**config.mk**
```make
export PLATFORM = sky130hd
export DESIGN_NAME = seq_alu
export DESIGN_NICKNAME = d
export VERILOG_FILES = /design/src/rtl/seq_alu_pkg.sv /design/src/rtl/alu_core_comb.sv /design/src/rtl/seq_alu.sv
export SDC_FILE = /design/constraint.sdc
export NUM_CORES = 1
export LEC_CHECK = 0
export CAP_MARGIN = 20
export CELL_PAD_IN_SITES_DETAIL_PLACEMENT = 0
export CELL_PAD_IN_SITES_GLOBAL_PLACEMENT = 1
export CORE_MARGIN = 5
export CORE_UTILIZATION = 30
export DETAILED_ROUTE_END_ITERATION = 8
export GPL_TIMING_DRIVEN = 0
export PLACE_DENSITY = 0.59
export SYNTH_ARGS = -nofsm -noshare
export SYNTH_HDL_FRONTEND = slang
export SYNTH_SLANG_ARGS = --single-unit
```
**constraint.sdc**
```tcl
create_clock -name clk -period 2.44 [get_ports clk]
set_input_delay 0.488 -clock clk [delete_from_list [all_inputs] [get_ports clk]]
set_output_delay 0.488 -clock clk [all_outputs]
set_load 0.1 [all_outputs]
```
**src/rtl/seq_alu_pkg.sv**
```systemverilog
// ============================================================================
// Module   : seq_alu_pkg
// Purpose  : Opcode and state encodings shared by the sequential ALU.
// Revision : 1.0 - initial release
// ============================================================================
`default_nettype none

package seq_alu_pkg;

    typedef enum logic [3:0] {
        OP_AND = 4'd0,
        OP_OR  = 4'd1,
        OP_XOR = 4'd2,
        OP_NOT = 4'd3,
        OP_ADD = 4'd4,
        OP_SUB = 4'd5,
        OP_INC = 4'd6,
        OP_NEG = 4'd7,
        OP_SHL = 4'd8,
        OP_SHR = 4'd9,
        OP_SRA = 4'd10,
        OP_MUL = 4'd11
    } op_e;

    typedef enum logic {
        ST_IDLE = 1'b0,
        ST_BUSY = 1'b1
    } state_e;

    // Opcodes at or above this value are reserved.
    localparam logic [3:0] OP_RSVD_FIRST = 4'd12;

endpackage

`default_nettype wire

```
**src/rtl/alu_core_comb.sv**
```systemverilog
// ============================================================================
// Module   : alu_core_comb
// Purpose  : Combinational datapath for every single-cycle opcode and flags.
// Revision : 1.0 - initial release
// ============================================================================
`default_nettype none

module alu_core_comb
    import seq_alu_pkg::*;
#(
    parameter int WIDTH = 8
) (
    input  logic [WIDTH-1:0] a_i,
    input  logic [WIDTH-1:0] b_i,
    input  logic [3:0]       op_i,
    output logic [WIDTH-1:0] result_o,
    output logic             z_o,
    output logic             n_o,
    output logic             c_o,
    output logic             v_o,
    output logic             err_o
);

    localparam int SHW = $clog2(WIDTH);
    localparam logic [WIDTH-1:0] MSB_ONLY = {1'b1, {(WIDTH-1){1'b0}}};

    logic [WIDTH-1:0]        w_add_x;
    logic [WIDTH-1:0]        w_add_y;
    logic                    w_add_cin;
    logic [WIDTH:0]          w_add_sum;
    logic                    w_add_v;
    logic [SHW-1:0]          w_amt;
    logic [WIDTH:0]          w_shl;
    logic [WIDTH:0]          w_shr;
    logic signed [WIDTH:0]   w_sra;
    logic [WIDTH-1:0]        w_res;

    // One shared adder serves ADD, SUB (a+~b+1), INC (b+0+1) and NEG (~a+0+1).
    always_comb begin
        w_add_x   = a_i;
        w_add_y   = b_i;
        w_add_cin = 1'b0;
        case (op_i)
            OP_SUB: begin
                w_add_y   = ~b_i;
                w_add_cin = 1'b1;
            end
            OP_INC: begin
                w_add_x   = b_i;
                w_add_y   = '0;
                w_add_cin = 1'b1;
            end
            OP_NEG: begin
                w_add_x   = ~a_i;
                w_add_y   = '0;
                w_add_cin = 1'b1;
            end
            default: ;
        endcase
    end

    assign w_add_sum = {1'b0, w_add_x} + {1'b0, w_add_y} + {{WIDTH{1'b0}}, w_add_cin};
    assign w_add_v   = w_add_x[WIDTH-1] ^ w_add_y[WIDTH-1] ^ w_add_sum[WIDTH-1] ^ w_add_sum[WIDTH];

    // A spare bit beside each shift catches the last bit pushed out.
    assign w_amt = b_i[SHW-1:0];
    assign w_shl = {1'b0, a_i} << w_amt;
    assign w_shr = {a_i, 1'b0} >> w_amt;
    assign w_sra = $signed({a_i, 1'b0}) >>> w_amt;

    always_comb begin
        w_res = '0;
        c_o   = 1'b0;
        v_o   = 1'b0;
        err_o = 1'b0;
        case (op_i)
            OP_AND: w_res = a_i & b_i;
            OP_OR:  w_res = a_i | b_i;
            OP_XOR: w_res = a_i ^ b_i;
            OP_NOT: w_res = ~b_i;
            OP_ADD, OP_SUB: begin
                w_res = w_add_sum[WIDTH-1:0];
                c_o   = w_add_sum[WIDTH];
                v_o   = w_add_v;
            end
            OP_INC: begin
                w_res = w_add_sum[WIDTH-1:0];
                c_o   = w_add_sum[WIDTH];
                v_o   = (b_i == ~MSB_ONLY);
            end
            OP_NEG: begin
                w_res = w_add_sum[WIDTH-1:0];
                c_o   = w_add_sum[WIDTH];
                v_o   = (a_i == MSB_ONLY);
            end
            OP_SHL: begin
                w_res = w_shl[WIDTH-1:0];
                c_o   = w_shl[WIDTH];
            end
            OP_SHR: begin
                w_res = w_shr[WIDTH:1];
                c_o   = w_shr[0];
            end
            OP_SRA: begin
                w_res = w_sra[WIDTH:1];
                c_o   = w_sra[0];
            end
            OP_MUL: w_res = '0;
            default: err_o = (op_i >= OP_RSVD_FIRST);
        endcase
    end

    assign result_o = w_res;
    assign z_o      = (w_res == '0);
    assign n_o      = w_res[WIDTH-1];

endmodule

`default_nettype wire

```
**src/rtl/seq_alu.sv**
```systemverilog
// ============================================================================
// Module   : seq_alu
// Purpose  : Handshaked ALU: single-cycle ops plus a WIDTH-cycle shift-add MUL.
// Revision : 1.0 - initial release
// ============================================================================
`default_nettype none

module seq_alu
    import seq_alu_pkg::*;
#(
    parameter int WIDTH = 8
) (
    input  logic             clk,
    input  logic             rst_n,
    input  logic [WIDTH-1:0] a,
    input  logic [WIDTH-1:0] b,
    input  logic [3:0]       op,
    input  logic             in_valid,
    output logic             in_ready,
    output logic [WIDTH-1:0] result,
    output logic             z,
    output logic             n,
    output logic             c,
    output logic             v,
    output logic             err,
    output logic             out_valid,
    input  logic             out_ready,
    output logic             sticky_v,
    input  logic             clr_sticky
);

    localparam int CW = $clog2(WIDTH);

    state_e             state_q, state_d;
    logic [2*WIDTH-1:0] mcand_q, mcand_d;
    logic [WIDTH-1:0]   mplier_q, mplier_d;
    logic [2*WIDTH-1:0] acc_q, acc_d;
    logic [CW-1:0]      cnt_q, cnt_d;
    logic [WIDTH-1:0]   result_q, result_d;
    logic               z_q, z_d, n_q, n_d, c_q, c_d, v_q, v_d, err_q, err_d;
    logic               out_valid_q, out_valid_d;
    logic               sticky_q, sticky_d;

    logic [WIDTH-1:0]   w_core_result;
    logic               w_core_z, w_core_n, w_core_c, w_core_v, w_core_err;
    logic               w_accept, w_is_mul, w_mul_done, w_mul_v, w_load_v;
    logic [2*WIDTH-1:0] w_acc_step;

    alu_core_comb #(
        .WIDTH (WIDTH)
    ) u_core (
        .a_i      (a),
        .b_i      (b),
        .op_i     (op),
        .result_o (w_core_result),
        .z_o      (w_core_z),
        .n_o      (w_core_n),
        .c_o      (w_core_c),
        .v_o      (w_core_v),
        .err_o    (w_core_err)
    );

    assign in_ready   = (state_q == ST_IDLE) && (!out_valid_q || out_ready);
    assign w_accept   = in_valid && in_ready;
    assign w_is_mul   = (op == OP_MUL);
    assign w_acc_step = acc_q + (mplier_q[0] ? mcand_q : '0);
    assign w_mul_done = (state_q == ST_BUSY) && (cnt_q == CW'(WIDTH - 1));
    assign w_mul_v    = |w_acc_step[2*WIDTH-1:WIDTH];
    assign w_load_v   = (w_accept && !w_is_mul && w_core_v) || (w_mul_done && w_mul_v);

    always_comb begin
        state_d     = state_q;
        mcand_d     = mcand_q;
        mplier_d    = mplier_q;
        acc_d       = acc_q;
        cnt_d       = cnt_q;
        result_d    = result_q;
        z_d         = z_q;
        n_d         = n_q;
        c_d         = c_q;
        v_d         = v_q;
        err_d       = err_q;
        out_valid_d = out_valid_q;
        sticky_d    = sticky_q;

        case (state_q)
            ST_IDLE: begin
                if (w_accept && w_is_mul) begin
                    state_d  = ST_BUSY;
                    mcand_d  = {{WIDTH{1'b0}}, a};
                    mplier_d = b;
                    acc_d    = '0;
                    cnt_d    = '0;
                end
            end
            ST_BUSY: begin
                acc_d    = w_acc_step;
                mcand_d  = mcand_q << 1;
                mplier_d = mplier_q >> 1;
                cnt_d    = cnt_q + CW'(1);
                if (w_mul_done) begin
                    state_d = ST_IDLE;
                end
            end
            default: state_d = ST_IDLE;
        endcase

        // A pop and a new single-cycle load on the same edge keep out_valid high.
        if (out_valid_q && out_ready) begin
            out_valid_d = 1'b0;
        end
        if (w_accept && !w_is_mul) begin
            result_d    = w_core_result;
            z_d         = w_core_z;
            n_d         = w_core_n;
            c_d         = w_core_c;
            v_d         = w_core_v;
            err_d       = w_core_err;
            out_valid_d = 1'b1;
        end else if (w_mul_done) begin
            result_d    = w_acc_step[WIDTH-1:0];
            z_d         = (w_acc_step[WIDTH-1:0] == '0);
            n_d         = w_acc_step[WIDTH-1];
            c_d         = 1'b0;
            v_d         = w_mul_v;
            err_d       = 1'b0;
            out_valid_d = 1'b1;
        end

        if (w_load_v) begin
            sticky_d = 1'b1;
        end else if (clr_sticky) begin
            sticky_d = 1'b0;
        end
    end

    always_ff @(posedge clk or negedge rst_n) begin
        if (!rst_n) begin
            state_q     <= ST_IDLE;
            mcand_q     <= '0;
            mplier_q    <= '0;
            acc_q       <= '0;
            cnt_q       <= '0;
            result_q    <= '0;
            z_q         <= 1'b1;
            n_q         <= 1'b0;
            c_q         <= 1'b0;
            v_q         <= 1'b0;
            err_q       <= 1'b0;
            out_valid_q <= 1'b0;
            sticky_q    <= 1'b0;
        end else begin
            state_q     <= state_d;
            mcand_q     <= mcand_d;
            mplier_q    <= mplier_d;
            acc_q       <= acc_d;
            cnt_q       <= cnt_d;
            result_q    <= result_d;
            z_q         <= z_d;
            n_q         <= n_d;
            c_q         <= c_d;
            v_q         <= v_d;
            err_q       <= err_d;
            out_valid_q <= out_valid_d;
            sticky_q    <= sticky_d;
        end
    end

    assign result    = result_q;
    assign z         = z_q;
    assign n         = n_q;
    assign c         = c_q;
    assign v         = v_q;
    assign err       = err_q;
    assign out_valid = out_valid_q;
    assign sticky_v  = sticky_q;

endmodule

`default_nettype wire

```
# After elaboration in Yosys (flattened, before gate mapping)

Index checks and enable logic that the tools add are counted.

Bits of input ports: 25
Memories: 0
Bits in latches: 0
Logic and storage cells: 104
ROM bits: 0
Bits in writable memories: 0
Register bits after elaboration: 59

Reductions and logical operators: 24
Bitwise operators: 9
Divide/modulo/power cells: 0
Add/sub/neg operators: 4
Eq/ne operators: 15
Mux-type cells: 35
$mul: 0
Shift operators: 3
Order comparisons: 1

Operators by type and width:

| cell                                                | count |
|---|---|
| one-hot mux 16 bit (2 select lines)                 | 2 |
| one-hot mux 8 bit (8 select lines)                  | 1 |
| two-way mux 16 bit                                  | 3 |
| one-hot mux 8 bit (2 select lines)                  | 3 |
| two-way mux 8 bit                                   | 3 |
| two-way mux 1 bit                                   | 18 |
| adder 16 bit                                        | 1 |
| equality test 4 x 3 -> 1 bit, second input constant | 4 |
| equality test 4 bit, second input constant          | 4 |
| logical NOT 8 bit                                   | 2 |
| inverter 8 bit                                      | 2 |
| OR reduction 12 bit                                 | 1 |
| adder 8 x 8 -> 9 bit                                | 1 |
| adder 9 x 1 -> 9 bit                                | 1 |
| left shift 8 x 3 -> 9 bit                           | 1 |
| >> shifter 9 x 3 -> 9 bit                           | 1 |
| >>> shifter 9 x 3 -> 9 bit                          | 1 |
| bitwise AND 8 bit                                   | 1 |
| equality test 4 x 2 -> 1 bit, second input constant | 2 |
| equality test 8 x 7 -> 1 bit, second input constant | 1 |
| equality test 8 bit, second input constant          | 1 |
| logical AND 1 bit                                   | 8 |
| OR 8 bit                                            | 1 |
| OR reduction 8 bit                                  | 1 |
| 21 further kinds                                    | 27 |

# Longest topological paths before layout

Depth after elaboration: 11
Depth in mapped cells: 16
Depth with buffers taken out: 14

# Cells and area by module

From an unflattened synthesis, not the netlist that was laid out.

Cells, all modules: 647
Area, all modules: 5310.1 um^2

Modules (own cells, without submodules):

| module        | instances | area an instance (um^2) | cells an instance | seq. area each (um^2) |
|---|---|---|---|---|
| seq_alu       | 1         | 3190.6                  | 348               | 1477.7 |
| alu_core_comb | 1         | 2119.5                  | 299               | 0.0 |

# Least setup slack after synthesis

OpenSTA, ideal clock, no wires.

Path type: input port to flip-flop
Start: in op[0]
End: reg sticky_q (netlist: sticky_v)
Arrival time: 3.313 ns
Setup slack: -1.005 ns
Stages on the path: 16
Library setup time: 0.132 ns
Buffers on the path: 4
Data required time: 2.308 ns
Path through: buf_4 buf_2 buf_2 clkbuf_1 o21ai_0 o21ai_0 fa_1 inv_1 fa_1 nand2b_1 a21oi_1 o221a_2 nor3_1 o31a_1 a21oi_1 nand2_1

Cells in the longest elaborated chain, start to end: 11
Elaborated cells between the ends (all ways): 23
Those cells by class: add/sub (2); eq/ne (5); mux (5); bitwise (3); reduce/logical (8)

RTL lines:

| what                                                    | RTL line                                 | RTL |
|---|---|---|
| start: declaration                                      | seq_alu.sv:17                            | `input logic [3:0] op,` |
| equality test 4 x 3 -> 1 bit                            | alu_core_comb.sv:43, alu_core_comb.sv:76 |  |
| OR reduction 2 bit (no line)                            | -                                        |  |
| one-hot mux 8 bit (2 select lines)                      | alu_core_comb.sv:43                      | `case (op_i)` |
| adder 8 x 8 -> 9 bit                                    | alu_core_comb.sv:62                      | `assign w_add_sum = {1'b0, w_add_x} + {1'b0, w_add_y} + {{WIDTH{1'b0}}, w_add_cin};` |
| adder 9 x 1 -> 9 bit                                    | alu_core_comb.sv:62                      |  |
| XOR 1 bit (2 in series)                                 | alu_core_comb.sv:63                      | `assign w_add_v = w_add_x[WIDTH-1] ^ w_add_y[WIDTH-1] ^ w_add_sum[WIDTH-1] ^ w_add_sum[WIDTH];` |
| one-hot mux 1 bit (3 select lines)                      | alu_core_comb.sv:76                      | `case (op_i)` |
| logical AND 1 bit (*)                                   | seq_alu.sv:69                            | `assign w_load_v = (w_accept && !w_is_mul && w_core_v) \|\| (w_mul_done && w_mul_v);` |
| logical OR 1 bit (*)                                    | seq_alu.sv:69                            |  |
| two-way mux 1 bit or nonzero test 2 bit (tied branches) | -                                        |  |
| end signal: assignment                                  | seq_alu.sv:165                           | `sticky_q <= sticky_d;` |
| end: declaration                                        | seq_alu.sv:42                            | `logic sticky_q, sticky_d;` |

Mark *: on every way between the ends. The rest lies on a longest branch, timed or not.
A chain may end at the register's enable or synchronous reset.

# Worst setup path after layout

Start: reg mplier_q[0]
End: reg sticky_q (netlist: sticky_v)

Cells in the longest elaborated chain, start to end: 6
Elaborated cells between the ends (all ways): 7
Those cells by class: add/sub (1); mux (2); reduce/logical (4)

RTL lines:

| what                                                    | RTL line       | RTL |
|---|---|---|
| start: declaration                                      | seq_alu.sv:36  | `logic [WIDTH-1:0] mplier_q, mplier_d;` |
| start signal: assignment                                | seq_alu.sv:155 | `mplier_q <= mplier_d;` |
| two-way mux 16 bit (*)                                  | seq_alu.sv:66  | `assign w_acc_step = acc_q + (mplier_q[0] ? mcand_q : '0);` |
| adder 16 bit (*)                                        | seq_alu.sv:66  |  |
| OR reduction 8 bit (*)                                  | seq_alu.sv:68  | `assign w_mul_v = \|w_acc_step[2*WIDTH-1:WIDTH];` |
| logical AND 1 bit (*)                                   | seq_alu.sv:69  |  |
| logical OR 1 bit (*)                                    | seq_alu.sv:69  |  |
| two-way mux 1 bit or nonzero test 2 bit (tied branches) | -              |  |

Marks and branches as above.

==> metrics.md <==
| Metric | Value |
|---|---|
| CP arrival | `3150 ps` |
| Synth unique cells | `78` |
| Root buffer cell | `clkbuf_16` |
| Vias in the first global route | `5441` |
| Relative slew slack | `25.7%` |
| Pin count of the biggest net entering global routing | `59` |
| # rows | `48` |
| Post-synth top cells | `nand2_1 (94), o21ai_0 (73), nor2_1 (65)` |
| Max Freq | `342 MHz` |
| Pre-CTS setup slack | `-1770 ps` |
| Period utilisation layout | `120%` |
| R2r worst-path depth | `11` |
| Max_cap viols | `0` |
| IO Pins | `41` |
| #FFs+latches synth | `58` |
| CTS tree | `done` |
| VDD IR max | `794 µV` |
| Status | `finished with violations` |
| Startpoint Class | `register` |
| Clk Latency, worst-skew pair | `340 ps` |
| Final setup viols | `14` |
| Area leader, netlist | `dfrtp_1` |
| Vias per cell | `5.54` |
| Mapped Area | `5360 µm²` |
| Area contributors post-synth | `dfrtp_1 (27%), ha_1 (9.6%), o21ai_0 (6.8%), nand2_1 (6.6%), mux4_2 (4.6%)` |
| Syn avg cell area | `8.07 µm²` |
| DRC Markers | `0` |
| Total congestion overflow | `0` |
| Top-count cell post-synth | `nand2_1` |
| TritonCTS buffer count | `9` |
| Final Core Density | `44.3%` |
| Critical Path RT | `2670 ps` |
| Reg-to-reg startpoint | `mplier_q[0]` |
| Initial antenna violation count | `0` |
| Max Root-Sink Buffers | `2` |
| Fin worst setup slack | `-485 ps` |
| Total negative slack | `-2710 ps` |
| Placed Area | `6140 µm²` |
| Sink Count | `58` |
| Worst-Margin Slew | `1100 ps` |
| Share of cells above drive strength 1 | `33.5%` |
| Async SR Flop Fraction | `100%` |
| Effective utilization at floorplan | `30.8%` |
| Slowest stage cell, crit path | `dfrtp_2` |
| Die width | `144 µm` |
| CP peak stage delay | `470 ps` |
| Post-synth EDFFs | `0` |
| Wirelength, routed | `20000 µm` |
| CP cell instances | `buf_8 > and2_4 > ha_4 > and3_4 > or3b_4 > a211oi_4 > o31a_1 > o211ai_1 > o41ai_4 > buf_4 > nand2_2` |
| Routed length per instance | `20.0 µm` |
| Routability Congestion | `0.832` |
| Area growth from synthesis to final layout | `43.9%` |
| Reg2Reg Capture Point | `sticky_v` |
| Post-route cell area | `7720 µm²` |
| Fin Clk Skew | `6.90 ps` |
| Chip Height | `144 µm` |
| Syn nets | `734` |
| H-Tree Depth | `3` |
| Seq/Total Area, Yosys | `27.1%` |
| Via Count | `5532` |
| Die area | `20700 µm²` |
| CP endpoint kind | `register` |
| Slew Viols, Final | `0` |
| First-pass GRT wire length | `30900 µm` |
| Initial DRC Count | `315` |
| Buffers on Ports | `40` |
| Hold WC Path Type | `input pin to asynchronous set/reset pin` |
| Post-route ant nets | `0` |
| Fin nets | `838` |
| Synth warn | `0` |
| Aggregate global-route resource usage | `19.5%` |
| Final Hold Vio Count | `0` |
| Failing checks | `negative setup slack` |
| CP Max Fanout | `5` |
| Total Power | `0.00947 W` |
| Ant diodes | `0` |
| Pleak | `3.24 nW` |
| Power Density | `1230 nW/µm²` |
| Cells after synthesis | `665` |
| Core area | `17400 µm²` |
| Unrepaired setup endpoints after global routing | `yes` |
| Type of the worst setup path | `register to register` |
| Tmin final | `2930 ps` |
| Synth top area share | `26.6%` |
| First-pass DRT Iterations | `5` |
| Fillers | `1710` |
| Dominant register cell in the synthesized netlist | `dfrtp_1` |
| Reg2Reg Setup Slack | `-490 ps` |
| Clk slew on worst S/H paths | `60 ps` |
| Dpl hpwl | `14700 µm` |
[where the power goes]
part	internal [W]	switching [W]	total, W
clock network	0.000849	0.000484	0.00133
registers	0.00139	0.000329	0.00172
logic	0.00256	0.00386	0.00642
[per-stage QoR]
step,std cells,hold slack [ps]
2_1_floorplan,665,192
3_3_place_gp,930,471
3_5_place_dp,930,482
4_1_cts,983,275
5_1_grt,999,295
6_report,999,222
[worst max-delay path, delay by kind of cell (launching register included)]
| family | cells | cell delay [ps] |
|---|---|---|
| AOI/OAI and AO/OA | 4 | 960 |
| and+or+nand+nor | 4 | 780 |
| DFF | 1 | 470 |
| buffers and inverters | 2 | 350 |
| adders and majority gates | 1 | 260 |
[how the worst max path moves through the flow]
stage,start,endpoint,slack (ps)
after detailed placement,op[2],z,-1770
after floorplan,op[2],sticky_v,-550
after CTS,op[0],z,-470
final,mplier_q[0],sticky_v,-490
after global placement,op[2],z,-1790
after global routing,mplier_q[0],sticky_v,-550
[cells in the final DEF, fill, tap and decap left out, types with 10 or more instances in the layout]
master	synthesis	routed
inv_1	34	30
a21oi_1	28	19
dfrtp_1	57	56
mux4_2	11	11
clkbuf_1	24	12
ha_1	41	23
buf_6	2	14
and2_1	20	10
and2_4	0	10
nand2_1	94	86
o21ai_2	0	16
clkdlybuf4s50_1	0	20
o22ai_1	20	17
o21ai_1	5	10
o21ai_0	73	49
nand3_1	14	13
buf_4	3	54
nor2_1	65	64
ha_4	0	16
clkbuf_16	0	12
o211ai_1	10	10
[timing repair]
action                     CTS  global route
buffers inserted            38            22
hold buffers                 0             0
setup endpoints to repair   45            41
resized for setup          167            97
pin swaps                   58            46
cloned                       2             1
[kinds of logic after synthesis]
kind of cell               Yosys count  synth area share (%)
xor gates and xnor gates            15                  2.59
muxes                               22                  7.04
adders and majority gates           44                  10.7
buffers and inverters               78                  6.23
DFF                                 58                  27.1
AOI/OAI and AO/OA                  206                  25.5
and+or+nand+nor                    242                  20.8
[registers in the layout, summed over array words and instances (netlist names)]
signal / flops
mcand_q: 16
z: 1
v: 1
cnt_q: 3
state_q: 1
sticky_v: 1
out_valid: 1
c: 1
acc_q: 16
result: 8
mplier_q: 8
err: 1
[cell type report]
class,count,area [µm²],area share [%]
inverter,37,146,1.90
multi-input combinational,529,4320,56.0
timing repair buffer,101,882,11.4
sequential,58,1450,18.8
buffer,33,317,4.10
clock inverter,5,62.6,0.810
tap,225,282,3.65
clock buffer,11,253,3.27
[layer usage]
metal | vias up | global-route usage (%) | routed length (µm)
li1 | 2617 | - | -
met5 | - | 0 | 0
met2 | 167 | 29.6 | 8980
met4 | 0 | 5.80 | 363
met1 | 2722 | 28.3 | 9630
met3 | 26 | 3.29 | 1050
No activity file was read; power rests on OpenSTA's default activity.
